**src/rtl/lstm_cell_update.sv**
```systemverilog
// LSTM cell update: hard-sigmoid/hard-tanh activations, c = f*c_prev + i*g, h = o*tanh(c).
// Optional macro LSTM_CELL_SAT_EN: saturating reductions plus a sticky sat_flag output.
module lstm_cell_update #(
  parameter int DATA_WIDTH  = 16,
  parameter int FRACT_WIDTH = 8
) (
  input  logic                  clk,
  input  logic                  rst,
  input  logic                  in_valid,
  output logic                  in_ready,
  input  logic [DATA_WIDTH-1:0] i_pre,
  input  logic [DATA_WIDTH-1:0] f_pre,
  input  logic [DATA_WIDTH-1:0] o_pre,
  input  logic [DATA_WIDTH-1:0] g_pre,
  input  logic                  clear_state,
  output logic                  out_valid,
  input  logic                  out_ready,
  output logic [DATA_WIDTH-1:0] h_out,
  output logic [DATA_WIDTH-1:0] c_out
`ifdef LSTM_CELL_SAT_EN
  ,
  output logic                  sat_flag
`endif
);
  localparam int W  = DATA_WIDTH;
  localparam int PW = 2 * DATA_WIDTH;

  localparam logic signed [W:0]    ONE_X     = (W+1)'(1) << FRACT_WIDTH;
  localparam logic signed [W:0]    HALF_X    = (W+1)'(1) << (FRACT_WIDTH - 1);
  localparam logic signed [W-1:0]  ONE_W     = W'(1) << FRACT_WIDTH;
  localparam logic signed [W-1:0]  NEG_ONE_W = -ONE_W;
  localparam logic signed [PW-1:0] RED_MAX   = {{(W+1){1'b0}}, {(W-1){1'b1}}};
  localparam logic signed [PW-1:0] RED_MIN   = ~RED_MAX;
  localparam logic [W-1:0]         SAT_MAX_W = {1'b0, {(W-1){1'b1}}};
  localparam logic [W-1:0]         SAT_MIN_W = {1'b1, {(W-1){1'b0}}};

  typedef enum logic [2:0] {
    S_IDLE = 3'd0,
    S_ACT  = 3'd1,
    S_MUL  = 3'd2,
    S_ADD  = 3'd3,
    S_HOUT = 3'd4,
    S_OUT  = 3'd5
  } state_t;

  function automatic logic signed [W-1:0] hard_sig(input logic signed [W-1:0] x);
    logic signed [W:0] t;
    t = ($signed({x[W-1], x}) >>> 2) + HALF_X;
    if (t < 0)          hard_sig = '0;
    else if (t > ONE_X) hard_sig = ONE_W;
    else                hard_sig = t[W-1:0];
  endfunction

  function automatic logic signed [W-1:0] hard_tanh(input logic signed [W-1:0] x);
    if (x < NEG_ONE_W)  hard_tanh = NEG_ONE_W;
    else if (x > ONE_W) hard_tanh = ONE_W;
    else                hard_tanh = x;
  endfunction

  // Returns {out_of_range, reduced value}; the range bit is the saturation event.
  function automatic logic [W:0] reduce(input logic signed [PW-1:0] x);
    logic hi;
    logic lo;
    hi = (x > RED_MAX);
    lo = (x < RED_MIN);
`ifdef LSTM_CELL_SAT_EN
    if (hi)      reduce = {1'b1, SAT_MAX_W};
    else if (lo) reduce = {1'b1, SAT_MIN_W};
    else         reduce = {1'b0, x[W-1:0]};
`else
    reduce = {hi | lo, x[W-1:0]};
`endif
  endfunction

  state_t state_q, state_d;
  logic signed [W-1:0] i_pre_q, i_pre_d, f_pre_q, f_pre_d;
  logic signed [W-1:0] o_pre_q, o_pre_d, g_pre_q, g_pre_d;
  logic signed [W-1:0] i_act_q, i_act_d, f_act_q, f_act_d;
  logic signed [W-1:0] o_act_q, o_act_d, g_act_q, g_act_d;
  logic signed [W-1:0] pf_q, pf_d, pi_q, pi_d;
  logic signed [W-1:0] c_q, c_d, h_q, h_d;
`ifdef LSTM_CELL_SAT_EN
  logic sat_q, sat_d;
`endif

  logic signed [PW-1:0] prod_f, prod_i, sum_c, prod_h, h_full;
  logic signed [W-1:0]  tanh_c;
  logic [W:0]           red_f, red_i, red_c;
  logic                 unused_bits;

  always_comb begin
    prod_f = PW'(f_act_q) * PW'(c_q);
    prod_i = PW'(i_act_q) * PW'(g_act_q);
    red_f  = reduce(prod_f >>> FRACT_WIDTH);
    red_i  = reduce(prod_i >>> FRACT_WIDTH);
    sum_c  = PW'(pf_q) + PW'(pi_q);
    red_c  = reduce(sum_c);
    tanh_c = hard_tanh(c_q);
    prod_h = PW'(o_act_q) * PW'(tanh_c);
    h_full = prod_h >>> FRACT_WIDTH;
  end

  // Upper bits of h are pure sign extension (both factors lie in [-1, 1]).
  assign unused_bits = ^{h_full[PW-1:W], red_f[W], red_i[W], red_c[W]};

  always_comb begin
    state_d = state_q;
    i_pre_d = i_pre_q;
    f_pre_d = f_pre_q;
    o_pre_d = o_pre_q;
    g_pre_d = g_pre_q;
    i_act_d = i_act_q;
    f_act_d = f_act_q;
    o_act_d = o_act_q;
    g_act_d = g_act_q;
    pf_d    = pf_q;
    pi_d    = pi_q;
    c_d     = c_q;
    h_d     = h_q;
`ifdef LSTM_CELL_SAT_EN
    sat_d   = sat_q;
`endif
    case (state_q)
      S_IDLE: begin
        if (clear_state) begin
          c_d = '0;
`ifdef LSTM_CELL_SAT_EN
          sat_d = 1'b0;
`endif
        end
        if (in_valid) begin
          i_pre_d = i_pre;
          f_pre_d = f_pre;
          o_pre_d = o_pre;
          g_pre_d = g_pre;
          state_d = S_ACT;
        end
      end
      S_ACT: begin
        i_act_d = hard_sig(i_pre_q);
        f_act_d = hard_sig(f_pre_q);
        o_act_d = hard_sig(o_pre_q);
        g_act_d = hard_tanh(g_pre_q);
        state_d = S_MUL;
      end
      S_MUL: begin
        pf_d    = red_f[W-1:0];
        pi_d    = red_i[W-1:0];
`ifdef LSTM_CELL_SAT_EN
        sat_d   = sat_q | red_f[W] | red_i[W];
`endif
        state_d = S_ADD;
      end
      S_ADD: begin
        c_d     = red_c[W-1:0];
`ifdef LSTM_CELL_SAT_EN
        sat_d   = sat_q | red_c[W];
`endif
        state_d = S_HOUT;
      end
      S_HOUT: begin
        h_d     = h_full[W-1:0];
        state_d = S_OUT;
      end
      S_OUT: begin
        if (out_ready) state_d = S_IDLE;
      end
      default: state_d = S_IDLE;
    endcase
  end

  always_ff @(posedge clk) begin
    if (rst) begin
      state_q <= S_IDLE;
      i_pre_q <= '0;
      f_pre_q <= '0;
      o_pre_q <= '0;
      g_pre_q <= '0;
      i_act_q <= '0;
      f_act_q <= '0;
      o_act_q <= '0;
      g_act_q <= '0;
      pf_q    <= '0;
      pi_q    <= '0;
      c_q     <= '0;
      h_q     <= '0;
`ifdef LSTM_CELL_SAT_EN
      sat_q   <= 1'b0;
`endif
    end else begin
      state_q <= state_d;
      i_pre_q <= i_pre_d;
      f_pre_q <= f_pre_d;
      o_pre_q <= o_pre_d;
      g_pre_q <= g_pre_d;
      i_act_q <= i_act_d;
      f_act_q <= f_act_d;
      o_act_q <= o_act_d;
      g_act_q <= g_act_d;
      pf_q    <= pf_d;
      pi_q    <= pi_d;
      c_q     <= c_d;
      h_q     <= h_d;
`ifdef LSTM_CELL_SAT_EN
      sat_q   <= sat_d;
`endif
    end
  end

  assign in_ready  = (state_q == S_IDLE);
  assign out_valid = (state_q == S_OUT);
  assign h_out     = h_q;
  assign c_out     = c_q;
`ifdef LSTM_CELL_SAT_EN
  assign sat_flag  = sat_q;
`endif

endmodule

```
**config.mk**
```make
export PLATFORM = sky130hd
export DESIGN_NAME = lstm_cell_update
export DESIGN_NICKNAME = d
export VERILOG_FILES = /design/src/rtl/lstm_cell_update.sv
export SDC_FILE = /design/constraint.sdc
export NUM_CORES = 2
export LEC_CHECK = 0
export ABC_CLOCK_PERIOD_IN_PS = 17400
export BUFFER_PORTS_ARGS = -buffer_cell sky130_fd_sc_hd__buf_4
export CAP_MARGIN = 25
export CORE_MARGIN = 3
export CORE_UTILIZATION = 55
export CTS_CLUSTER_SIZE = 30
export DETAILED_ROUTE_END_ITERATION = 7
export GPL_TIMING_DRIVEN = 0
export PLACE_DENSITY_LB_ADDON = 0.05
export SETUP_SLACK_MARGIN = 0.1
export SYNTH_ARGS = -nofsm -noshare
export SYNTH_HDL_FRONTEND = slang
export SYNTH_SLANG_ARGS = --single-unit
```
**constraint.sdc**
```tcl
create_clock -name clk -period 17.4 [get_ports clk]
set_clock_uncertainty 0.15 [all_clocks]
set_input_delay 4.35 -clock clk [delete_from_list [all_inputs] [get_ports clk]]
set_output_delay 4.35 -clock clk [all_outputs]
set_load 0.005 [all_outputs]
```
==> results.py <==
metrics = {
    "outcome": {
        "status": "finished clean",
    },
    "worst_hold_path": {
        "hp-class": "register to register",
    },
    "synthesis": {
        "syn-num-nets": 3873,
        "yosys_warnings": 0,
        "synth_area_per_cell_sq_um": 8.61,
        "ys_seq_area_frac": 0.138,
        "synth-main-ff-cell": "dfxtp_1",
        "yosysTopAreaCellShare": 0.346,
        "synth_common_cells": "inv_1, nand2_1, fa_1",
        "ys_async_sr_fraction": 0,
        "synth_top_cells_by_area": "fa_1, dfxtp_1, ha_1",
        "ys_ff_latch": 183,
        "synth.distinct_cells": 56,
        "synth_most_common_cell": "inv_1",
        "netlist_instances": 3086,
        "netlist.top_cell.by_area": "fa_1",
        "synth_edf_count": 0,
        "syn_area_sq_mm": 0.0266,
    },
    "grt": {
        "grt_pass1_vias": 21627,
        "grt_max_degree": 23,
        "grt_use_total": 0.296,
        "grt_remaining_overflow": 0,
        "antenna_found_initial": 2,
        "grt_pass1_wl_um": 117000,
    },
    "pwr": {
        "p_switching_mw": 0.319,
        "seqPwrFrac": 0.459,
        "p_comb_frac": 0.130,
        "p_int_mw": 0.678,
        "switching_share": 0.320,
        "ir_worst_vdd_mv": 0.0707,
        "p_leak_nw": 13.8,
        "p_per_area_mw_per_mm2": 34.7,
        "clkPwrFrac": 0.411,
    },
    "sta": {
        "fin_setup_tns_ps": 0,
        "min_period_over_period": 0.493,
        "min_period_ps": 8590,
        "setup_viol": 0,
        "hold_slack_ps": 307,
        "slew_violations": 0,
        "rsz0062_at_grt": "false",
        "fmax_mhz": 116,
        "worst_pin_slew_ps": 1010,
        "final_hold_viol_count": 0,
        "slew_headroom": 0.324,
    },
    "drt": {
        "wire_per_inst_um": 19.0,
        "vias_per_cell": 5.42,
        "ant_nets": 0,
        "drcViolationCount": 0,
        "drt_iter0_drc": 1337,
        "vias": 20711,
        "wl_um": 72500,
        "first_pass_iters": 5,
    },
    "setup_path": {
        "crit_slowest_cell": "or4_1",
        "reg2reg_to": "h_out[15]$_SDFFE_PP0P_",
        "r2r_slack_ps": 8810,
        "crit_family": "adder cells",
        "crit_path_start": "c_out[11]$_SDFFE_PP0P_",
        "timing.rr.start": "c_out[11]$_SDFFE_PP0P_",
        "startpoint_type": "register",
        "cp.required_ps": 17610,
        "r2r_cells": 25,
        "slowest_delay_ps": 580,
        "crit_path_end_kind": "register",
        "path_buf_inv": 4,
        "crit_top_cell": "fa_1",
        "critPathCapture": "h_out[15]$_SDFFE_PP0P_",
        "crit_type": "register to register",
        "cp.depth": 25,
        "crit_arrival_ps": 8790,
        "cp_max_fo": 10,
    },
    "clocking": {
        "clockBufferDepth": 2,
        "postCtsResizedCells": 0,
        "cts_tree": "done",
        "cts_root_buf": "clkbuf_16",
        "clk_latency_ps": 460,
        "hold_buffers": 0,
        "cts_made_buffers": 17,
        "cts_setup_buffers": 0,
        "clkTransAtPathRegs_ps": 70,
        "clock_sinks": 183,
        "h-tree-depth": 4,
    },
    "die": {
        "die_w_um": 226,
        "design.die.area_sq_mm": 0.0510,
        "pin_count": 103,
        "core_area_sq_mm": 0.0471,
        "die_y_um": 226,
        "start_util": 0.564,
        "rows": 79,
    },
    "cells_and_area": {
        "antenna_cells": 0,
        "layout.nets": 3989,
        "num-fill-cells": 4256,
        "drive_gt1_frac": 0.0451,
        "area_growth_pct": 7.98,
    },
    "place": {
        "globalplace.congestion": 0.958,
        "hpwlAfterDp_um": 60300,
        "port_buffers": 96,
    },
    "run": {
        "cap_viol_max_count": 0,
    },
}
[worst min-delay path, cell delays in order, from the launching register on]
cell     delay, ps
dfxtp_1        310
nand2_1         50
a21oi_1         50
[kinds of logic (layout without fill, tap and decap cells)]
family / count (synthesis) / after routing / synth area share
compound gates: 295 / 295 / 0.0702
xor+xnor: 91 / 91 / 0.0300
fa+ha+maj: 718 / 718 / 0.468
buf+inv: 775 / 904 / 0.110
flops: 183 / 183 / 0.138
simple gates: 1024 / 1024 / 0.184
[worst min path at each step]
stage | from | slack [ps] | endpoint | depth (start not counted)
floorplan | pi_q[11]$_SDFFE_PP0P_ | 280 | pi_q[11]$_SDFFE_PP0P_ | 2
global placement | h_out[8]$_SDFFE_PP0P_ | 290 | h_out[8]$_SDFFE_PP0P_ | 2
detailed placement | h_out[12]$_SDFFE_PP0P_ | 300 | h_out[12]$_SDFFE_PP0P_ | 2
CTS | h_out[12]$_SDFFE_PP0P_ | 310 | h_out[12]$_SDFFE_PP0P_ | 2
global route | h_out[8]$_SDFFE_PP0P_ | 340 | h_out[8]$_SDFFE_PP0P_ | 2
finish | h_out[12]$_SDFFE_PP0P_ | 310 | h_out[12]$_SDFFE_PP0P_ | 2
[state kept, by name, summed over array words and instances (netlist names), 14 cells and up]
register	count
h_out	16
o_pre_q	14
g_pre_q	16
f_pre_q	14
f_act_q	14
i_act_q	14
pf_q	16
o_act_q	14
c_out	16
g_act_q	16
pi_q	16
i_pre_q	14
[power groups by stage]
| stage | Sequential (mW) | Combinational (mW) | Clock [mW] |
|---|---|---|---|
| 3_5_place_dp | 0.466 | 0.128 | 0 |
| 5_1_grt | 0.459 | 0.143 | 0.433 |
| 3_3_place_gp | 0.466 | 0.126 | 0 |
| 4_1_cts | 0.457 | 0.129 | 0.417 |
| 6_report | 0.457 | 0.130 | 0.410 |
| 2_1_floorplan | 0.455 | 0.0786 | 0 |
[routing by layer]
metal / up-vias / routed length (um) / track usage
met2: 620 / 34600 / 0.492
met3: 131 / 4880 / 0.0533
met4: 0 / 2350 / 0.0902
li1: 9592 / - / -
met5: - / 0 / 0
met1: 10368 / 30600 / 0.396
[layout by cell type, fill, tap and decap left out, drive strengths merged, types with 4 or more instances in the layout]
master / count
inv: 636
nand2: 489
fa: 460
and2: 301
ha: 258
dfxtp: 183
clkbuf: 158
a21oi: 141
buf: 102
nor2: 97
xnor2: 69
a22oi: 45
nand2b: 24
o21ai: 24
xor2: 22
nor2b: 21
nand3: 21
nor3: 20
a21o: 20
nor4: 13
a211oi: 13
nand4: 10
a22o: 10
a31oi: 10
and3: 8
clkinv: 8
o21bai: 6
or4: 5
or2: 5
a221oi: 4
[layout make-up]
type,instances,area (sq um),share of cell area
sequential,183,3660,0.128
inverter,629,2360,0.0822
tap,607,759,0.0265
clock inverter,15,209,0.00728
multi-input combinational,2128,20000,0.697
buffer,146,556,0.0194
clock buffer,17,425,0.0148
timing repair buffer,97,728,0.0254
[through the flow]
| step | util | instance area, sq um | total power, mW | std cells | worst slack [ps] |
|---|---|---|---|---|---|
| finish | 0.609 | 28700 | 0.997 | 3822 | 8810 |
| global route | 0.609 | 28700 | 1.04 | 3822 | 8260 |
| CTS | 0.609 | 28700 | 1.00 | 3822 | 8900 |
| detailed placement | 0.595 | 28100 | 0.595 | 3790 | 8910 |
| global placement | 0.595 | 28100 | 0.591 | 3789 | 9070 |
| floorplan | - | 26600 | 0.534 | 3086 | 10110 |
Power figures use the tool's default switching activity.
